`src/rtl/seg7_mux_driver.sv`:
```
// Purpose: scans a double-buffered 4-digit hex value onto a multiplexed 7-segment display.
// Latency: io_seg/io_sel are registered, one cycle behind the scan state; loads commit at the frame end.
// Backpressure: none. Loads are always accepted, the last one before the frame end wins, and pending reports a queued value.
module seg7_mux_driver #(
    parameter int DIGIT_PERIOD = 100000,
    parameter int BLANK_CYCLES = 2000
) (
    input  logic        clk,
    input  logic        rst,
    input  logic        en,
    input  logic [15:0] data_in,
    input  logic [3:0]  dp_in,
    input  logic [3:0]  blank_in,
    input  logic        data_valid,
    output logic        pending,
    output logic        frame_start,
    output logic [7:0]  io_seg,
    output logic [3:0]  io_sel
);

    localparam int               CNT_W     = (DIGIT_PERIOD > 1) ? $clog2(DIGIT_PERIOD) : 1;
    localparam logic [CNT_W-1:0] CNT_LAST  = CNT_W'(DIGIT_PERIOD - 1);
    localparam logic [CNT_W-1:0] BLANK_END = CNT_W'(BLANK_CYCLES);

    typedef enum logic {
        ST_IDLE,
        ST_RUN
    } state_t;

    state_t           state;
    state_t           state_nxt;
    logic [CNT_W-1:0] cnt;
    logic [1:0]       dig;
    logic             slot_end;
    logic             frame_end;

    logic [15:0] shadow_data;
    logic [3:0]  shadow_dp;
    logic [3:0]  shadow_blank;
    logic [15:0] disp_data;
    logic [3:0]  disp_dp;
    logic [3:0]  disp_blank;

    logic [3:0]  nibble;
    logic [7:0]  seg_nxt;
    logic [3:0]  sel_nxt;

    function automatic logic [6:0] seg_font(input logic [3:0] v);
        seg_font = 7'h00;
        case (v)
            4'h0: seg_font = 7'h3F;
            4'h1: seg_font = 7'h06;
            4'h2: seg_font = 7'h5B;
            4'h3: seg_font = 7'h4F;
            4'h4: seg_font = 7'h66;
            4'h5: seg_font = 7'h6D;
            4'h6: seg_font = 7'h7D;
            4'h7: seg_font = 7'h07;
            4'h8: seg_font = 7'h7F;
            4'h9: seg_font = 7'h6F;
            4'hA: seg_font = 7'h77;
            4'hB: seg_font = 7'h7C;
            4'hC: seg_font = 7'h39;
            4'hD: seg_font = 7'h5E;
            4'hE: seg_font = 7'h79;
            4'hF: seg_font = 7'h71;
            default: seg_font = 7'h00;
        endcase
    endfunction

    always_ff @(posedge clk) begin
        if (rst) begin
            state <= ST_IDLE;
        end else begin
            state <= state_nxt;
        end
    end

    // IDLE holds the scan at slot 0; the first enabled edge in IDLE opens a fresh frame.
    always_comb begin
        state_nxt = state;
        slot_end  = 1'b0;
        frame_end = 1'b0;
        case (state)
            ST_IDLE: begin
                if (en) begin
                    state_nxt = ST_RUN;
                end
            end
            ST_RUN: begin
                if (!en) begin
                    state_nxt = ST_IDLE;
                end else begin
                    slot_end  = (cnt == CNT_LAST);
                    frame_end = slot_end && (dig == 2'd3);
                end
            end
            default: state_nxt = ST_IDLE;
        endcase
    end

    always_ff @(posedge clk) begin
        if (rst) begin
            cnt         <= '0;
            dig         <= 2'd0;
            frame_start <= 1'b0;
        end else if (state != ST_RUN || !en) begin
            cnt         <= '0;
            dig         <= 2'd0;
            frame_start <= en && (state == ST_IDLE);
        end else begin
            frame_start <= frame_end;
            if (slot_end) begin
                cnt <= '0;
                dig <= dig + 2'd1;
            end else begin
                cnt <= cnt + 1'b1;
            end
        end
    end

    // A load landing exactly on the frame end bypasses the shadow, so nothing is left pending.
    always_ff @(posedge clk) begin
        if (rst) begin
            shadow_data  <= 16'h0000;
            shadow_dp    <= 4'h0;
            shadow_blank <= 4'h0;
            disp_data    <= 16'h0000;
            disp_dp      <= 4'h0;
            disp_blank   <= 4'hF;
            pending      <= 1'b0;
        end else begin
            if (data_valid) begin
                shadow_data  <= data_in;
                shadow_dp    <= dp_in;
                shadow_blank <= blank_in;
            end
            if (frame_end) begin
                pending <= 1'b0;
                if (data_valid) begin
                    disp_data  <= data_in;
                    disp_dp    <= dp_in;
                    disp_blank <= blank_in;
                end else if (pending) begin
                    disp_data  <= shadow_data;
                    disp_dp    <= shadow_dp;
                    disp_blank <= shadow_blank;
                end
            end else if (data_valid) begin
                pending <= 1'b1;
            end
        end
    end

    always_comb begin
        nibble  = disp_data[{dig, 2'b00} +: 4];
        seg_nxt = 8'hFF;
        sel_nxt = 4'hF;
        if (en && (cnt >= BLANK_END) && !disp_blank[dig]) begin
            sel_nxt = ~(4'b0001 << dig);
            seg_nxt = ~{disp_dp[dig], seg_font(nibble)};
        end
    end

    always_ff @(posedge clk) begin
        if (rst) begin
            io_seg <= 8'hFF;
            io_sel <= 4'hF;
        end else begin
            io_seg <= seg_nxt;
            io_sel <= sel_nxt;
        end
    end

endmodule

```
`config.mk`:
```
export PLATFORM = sky130hd
export DESIGN_NAME = seg7_mux_driver
export DESIGN_NICKNAME = d
export VERILOG_FILES = /design/src/rtl/seg7_mux_driver.sv
export SDC_FILE = /design/constraint.sdc
export NUM_CORES = 1
export LEC_CHECK = 0
export CAP_MARGIN = 5
export CORE_ASPECT_RATIO = 0.5
export CORE_MARGIN = 2
export CORE_UTILIZATION = 50
export CTS_BUF_LIST = sky130_fd_sc_hd__clkbuf_8
export CTS_CLUSTER_DIAMETER = 200
export DETAILED_ROUTE_END_ITERATION = 6
export PLACE_DENSITY = 0.82
export SLEW_MARGIN = 15
export SYNTH_ARGS = -nofsm -noshare
export SYNTH_HDL_FRONTEND = slang
export SYNTH_SLANG_ARGS = --single-unit
```
`constraint.sdc`:
```
create_clock -name clk -period 4.3 [get_ports clk]
set_clock_uncertainty 0.2 [all_clocks]
set_input_delay 1.29 -clock clk [delete_from_list [all_inputs] [get_ports clk]]
set_output_delay 1.29 -clock clk [all_outputs]
set_load 0.005 [all_outputs]
```
==> results.json, run 1 <==
{
  "postCtsHoldBufs": 0,
  "synth_top_area_share_pct": 44.60,
  "layout_common_cells": "dfxtp_1, nor2_1, clkdlybuf4s50_1, mux2i_1, nor2b_1",
  "port_buffers": 41,
  "synth_seq_area_share_pct": 44.60,
  "core_mm2": 0.007239,
  "drtPass1Iterations": 4,
  "netlist_instances": 358,
  "pwr-share-seq_pct": 57.2,
  "grt_max_degree": 50,
  "maxCapViolCount": 0,
  "final_cells": 494,
  "worst_r2r_endpoint": "io_seg[0]$_SDFF_PP1_",
  "placed_cells": 478,
  "clk_pin_slew_ns": 0.07,
  "io_pins": 42,
  "fin_nets": 432,
  "end_kind": "flop",
  "hp-class": "flop to flop",
  "worst_slew_pin_slew_ns": 0.7497,
  "path_delay_family": "buffers and inverters",
  "cts_made_buffers": 9,
  "drive_gt1_share_pct": 11.81,
  "cpPeakStageDelay_ns": 0.52,
  "synth_nets": 397,
  "ys.flop_type": "dfxtp_1",
  "synth_edf_count": 0,
  "ant_nets": 0,
  "crit_type": "primary input to flop",
  "min_path_cells": 1,
  "ff2ff_setup_slack_ns": 1.40,
  "setup_viol": 0,
  "htreeDepth": 3,
  "dieArea_mm2": 0.008106,
  "cp_slowest_cell": "clkdlybuf4s50_1",
  "via_per_inst": 5.209,
  "synth_area_leader_cell": "dfxtp_1",
  "gp_congestion": 0.8392,
  "vias": 2573,
  "crit_chain": "clkdlybuf4s50_1 -> o21ai_0 -> nor3_4 -> buf_4 -> mux2_2",
  "max_slew_margin_pct": 49.95,
  "post_cts_resized": 0,
  "worst_slack_ns": 1.203,
  "seq_area_mm2": 0.001642,
  "first_global_vias": 2412,
  "timing.fmax_ghz": 0.3229,
  "vdd_drop_max_v": 0.0002064,
  "grt_pass1_wl_mm": 11.53,
  "dp_hpwl_mm": 4.708,
  "holdPathEnd": "cnt[0]$_SDFF_PP0_",
  "wl_per_cell_um": 13.67,
  "drc_errors": 0,
  "async_flop_share_pct": 0,
  "hold_viol_final": 0,
  "area_growth_pct": 17.34,
  "p_total_uw": 1361,
  "antenna_found_initial": 0,
  "worstPathArrival_ns": 3.14,
  "status": "completed",
  "rows": 22,
  "p_comb_share_pct": 5.3,
  "multi_input_area_mm2": 0.001903,
  "power.switching_uw": 296.4,
  "fin_tns_setup_ns": 0,
  "die_h_um": 64.67,
  "overflow": 0,
  "syn_area_mm2": 0.003681,
  "wirelength_mm": 6.751,
  "p_leak_uw": 0.001628,
  "layout_min_cycle_time_ns": 3.097,
  "r2r_cells": 6,
  "power_density_mw_per_mm2": 315.2,
  "synth_warnings": 0,
  "grt_util_all_layers_pct": 17.97,
  "cts_sinks": 82,
  "drv_slew": 0,
  "clkPwrFrac_pct": 37.5,
  "place_ws_ns": 0.8139,
  "finish.utilization_pct": 59.66,
  "clk_path_buf_depth": 2,
  "rsz0062_at_grt": "no",
  "critPathMaxFanout": 20,
  "intPower_uw": 1065,
  "clockRootBuffer": "clkbuf_8",
  "critPathBufInv": 2,
  "die_x_um": 125.3,
  "final_common_cell": "dfxtp_1",
  "cp.required_ns": 4.34,
  "rr_startpoint": "dig[0]$_SDFFE_PP0P_",
  "drt_iter0_markers": 163,
  "nFillCells": 606,
  "antenna_cells": 0,
  "worstSetupStartpointType": "primary input",
  "syn_area_per_cell_um2": 10.28,
  "min-delay-start": "cnt[0]$_SDFF_PP0_",
  "synthTopCellsByArea": "dfxtp_1, mux2i_1, nor2_1",
  "tritoncts": "yes",
  "synthDistinctLibCells": 48,
  "fin_crit_sh_pct": 72.02,
  "start_util_pct": 50.85,
  "ys_ff_latch": 82,
  "switching_share_pct": 21.77,
  "clkLatencyLatePin_ns": 0.35,
  "postCtsSetupBuffers": 0
}
-- power by group through the flow --
stage	combinational (µW)	clock [µW]	sequential, µW
6_report	72.8	510	778
5_1_grt	80.0	555	780
4_1_cts	73.7	521	778
3_5_place_dp	73.4	0	796
3_3_place_gp	72.2	0	796
2_1_floorplan	38.1	0	795
-- cell type report --
type	instances	share of cell area (%)
inverters	10	0.8691
clock inverters	4	0.4345
clock buffers	12	3.824
well taps	96	2.781
multi-input cells	246	44.06
flip-flops and latches	82	38.01
repair buffers	44	10.02
-- synthesized netlist by cell type (all sizes together) (2+ instances only) --
library cell,count
a21oi,4
a311oi,2
a31oi,4
a32oi,2
and2,4
and4,3
buf,10
clkbuf,10
dfxtp,82
ha,11
inv,10
mux2,20
mux2i,28
mux4,6
nand2,18
nand3,10
nand4,7
nor2,53
nor2b,23
nor3,2
nor3b,3
nor4,3
nor4b,2
o211ai,4
o21ai,5
o311ai,2
o31a,4
xnor2,6
xor2,9
-- sequential cells by signal, summed over array words and instances (netlist names) --
signal and cells:
pending 1, disp_blank 4, cnt 17, io_seg 8, state 1, disp_dp 4, shadow_dp 4, disp_data 16
dig 2, io_sel 4, shadow_blank 4, shadow_data 16, frame_start 1
-- stage by stage --
step                      cell area, µm²  hold slack (ns)
after global routing                4319           0.3185
after detailed placement            4135           0.2768
after floorplan                     3681           0.2377
after global placement              4135           0.2537
after CTS                           4319           0.2930
final                               4319           0.2830
-- cells by family after synthesis --
kind of cell | count (synthesis) | share of synthesized area, %
and+or+nand+nor | 133 | 19.27
DFF | 82 | 44.60
muxes | 54 | 18.42
AOI/OAI and AO/OA | 33 | 6.697
buffers and inverters | 30 | 3.705
xor gates and xnor gates | 15 | 3.569
adders and majority gates | 11 | 3.739
-- layer usage --
metal  wire (µm)  track usage (%)  vias up
met5           0                0        -
met4          74            5.694        0
met3         339            5.698        7
met2        2903            27.65       51
met1        3434            24.26     1201
li1            -                -     1314
-- worst max path at each step --
stage | to | start | cells past startpoint | slack, ns
floorplan | disp_data[0]$_SDFFE_PP0P_ | data_valid | 5 | 1.40
global placement | disp_data[15]$_SDFFE_PP0P_ | data_valid | 5 | 0.87
detailed placement | disp_data[15]$_SDFFE_PP0P_ | data_valid | 5 | 0.81
CTS | disp_data[10]$_SDFFE_PP0P_ | data_valid | 5 | 1.19
global route | disp_data[10]$_SDFFE_PP0P_ | data_valid | 5 | 1.06
finish | disp_dp[3]$_SDFFE_PP0P_ | data_valid | 5 | 1.20
Power figures use the tool's default switching activity.
==> run 2, diff against run 1 <==
--- a/config.mk
+++ b/config.mk
@@ -12,7 +12,7 @@
 export CTS_BUF_LIST = sky130_fd_sc_hd__clkbuf_8
 export CTS_CLUSTER_DIAMETER = 200
 export DETAILED_ROUTE_END_ITERATION = 6
-export PLACE_DENSITY = 0.82
+export PLACE_DENSITY = 0.85
 export SLEW_MARGIN = 15
 export SYNTH_ARGS = -nofsm -noshare
 export SYNTH_HDL_FRONTEND = slang
==> constraint.sdc (replaced) <==
create_clock -name clk -period 2.5 [get_ports clk]
set_clock_uncertainty 0.2 [all_clocks]
set_input_delay 0.75 -clock clk [delete_from_list [all_inputs] [get_ports clk]]
set_output_delay 0.75 -clock clk [all_outputs]
set_load 0.005 [all_outputs]
==> run 2 against run 1 <==
Routed wire length rose by 7.2%. Combinational power is 88% higher. Sequential share of layout area fell by 1.8 points. Hold slack improved by 0.019 ns. Core utilization is 3.0 points higher. Worst setup slack got worse by 1.0 ns. Design area up 5.0%. First-iteration DRC count did not move. Sequential cell count is the same. Critical path depth grew 1.
==> results.json, run 2 (synthesis results as in run 1) <==
{
  "status": "completed",
  "hold_viol_final": 0,
  "min_path_cells": 1,
  "core_mm2": 0.007239,
  "layout_common_cells": "dfxtp_1, nor2_1, clkdlybuf4s50_1, mux2i_1, nor2b_1",
  "cpPeakStageDelay_ns": 0.58,
  "die_x_um": 125.3,
  "path_delay_family": "multiplexers",
  "gp_congestion": 0.8240,
  "setup_viol": 0,
  "via_per_inst": 5.257,
  "regMostFlops": "cnt",
  "holdPathEnd": "cnt[0]$_SDFF_PP0_",
  "clk_pin_slew_ns": 0.08,
  "drive_gt1_share_pct": 16.22,
  "maxCapViolCount": 0,
  "finish.utilization_pct": 62.67,
  "dp_hpwl_mm": 4.976,
  "r2r_cells": 6,
  "largest_reg_flops": 17,
  "cp_slowest_cell": "mux4_2",
  "vias": 2676,
  "clockRootBuffer": "clkbuf_8",
  "power_density_mw_per_mm2": 557.3,
  "timing.fmax_ghz": 0.4326,
  "grt_pass1_wl_mm": 12.35,
  "wirelength_mm": 7.239,
  "drt_iter0_markers": 163,
  "dieArea_mm2": 0.008106,
  "worstSetupStartpointType": "flop",
  "antenna_found_initial": 0,
  "min-delay-start": "cnt[0]$_SDFF_PP0_",
  "drv_slew": 0,
  "rsz0062_at_grt": "no",
  "overflow": 0,
  "wl_per_cell_um": 14.22,
  "crit_type": "flop to flop",
  "postCtsHoldBufs": 0,
  "top_regs": "cnt: 17 flops, disp_data: 16 flops, shadow_data: 16 flops",
  "worst_r2r_endpoint": "io_seg[0]$_SDFF_PP1_",
  "critPathMaxFanout": 7,
  "vdd_drop_max_v": 0.0002966,
  "cp-startpoint": "dig[0]$_SDFFE_PP0P_",
  "tritoncts": "yes",
  "end_kind": "flop",
  "clkLatencyLatePin_ns": 0.36,
  "fin_nets": 448,
  "port_buffers": 41,
  "grt_max_degree": 52,
  "critPathBufInv": 0,
  "htreeDepth": 3,
  "ff2ff_setup_slack_ns": 0.19,
  "cp.required_ns": 2.55,
  "max_slew_margin_pct": 72.67,
  "rr_startpoint": "dig[0]$_SDFFE_PP0P_",
  "grt_util_all_layers_pct": 19.14,
  "fin_crit_sh_pct": 92.47,
  "p_leak_uw": 0.001741,
  "worst_hold_slack_ns": 0.3017,
  "layout_min_cycle_time_ns": 2.312,
  "die_h_um": 64.67,
  "worst_slew_pin_slew_ns": 0.4056,
  "final_common_cell": "dfxtp_1",
  "crit_chain": "mux4_2 -> ha_2 -> nor4b_1 -> a311oi_1 -> a22oi_1 -> o21ai_0",
  "worstPathArrival_ns": 2.36,
  "io_pins": 42,
  "drtPass1Iterations": 4,
  "first_global_vias": 2633,
  "rows": 22,
  "area_growth_pct": 23.25,
  "ant_nets": 0,
  "antenna_cells": 0,
  "drc_errors": 0,
  "cts_sinks": 82,
  "cts_made_buffers": 9,
  "clk_path_buf_depth": 2,
  "hp-class": "flop to flop",
  "start_util_pct": 50.85
}
==> run 2: worst max path at each step <==
stage | endpoint | slack [ns] | cells past startpoint
final | io_seg[0]$_SDFF_PP1_ | 0.19 | 6
after global routing | io_seg[0]$_SDFF_PP1_ | 0.04 | 6
after CTS | io_seg[0]$_SDFF_PP1_ | 0.03 | 7
after detailed placement | disp_data[15]$_SDFFE_PP0P_ | -0.05 | 5
after global placement | disp_dp[3]$_SDFFE_PP0P_ | -0.03 | 5
after floorplan | disp_data[0]$_SDFFE_PP0P_ | 0.14 | 5
==> run 2: what timing repair did <==
action / CTS / global route
endpoints found under the hold margin: 0 / 0
buffers inserted: 0 / 2
endpoints found under the setup margin: 0 / 1
gates resized for setup: 0 / 4
==> run 2: per-stage QoR <==
step	setup slack, ns	cells	power, µW	TNS (ns)	instance area (µm²)
floorplan	0.1388	358	1433	0	3681
global placement	-0.02830	492	1503	-0.1833	4290
CTS	0.02617	507	2549	0	4509
global route	0.03978	509	2627	0	4537
finish	0.1883	509	2528	0	4537
detailed placement	-0.04581	492	1506	-0.4563	4290
==> run 2: area by class of cell <==
cell class | count | area [µm²]
Fill cell | 565 | 2703
Inverter | 10 | 37.54
Tap cell | 96 | 120.1
Clock inverter | 4 | 67.56
Timing Repair Buffer | 60 | 603.1
Sequential cell | 82 | 1643
Clock buffer | 11 | 151.4
Multi-Input combinational cell | 246 | 1914
==> run 2: per-layer routing <==
layer | wire length, µm | track usage [%] | up-vias | part of all wire, %
met5 | 0 | 0 | - | 0
met4 | 117 | 6.806 | 0 | 1.6
met3 | 257 | 5.863 | 15 | 3.6
met2 | 3253 | 31.05 | 50 | 45
met1 | 3610 | 24.50 | 1263 | 50
li1 | - | - | 1348 | -
==> run 2: where the power goes <==
group	internal, µW	switching [µW]	leakage (µW)	total [µW]
clock	605	448	0.000118	1050
sequential	1330	8.16	0.000667	1340
combinational	78.2	58.6	0.000955	137
total	2010	514	0.00174	2530
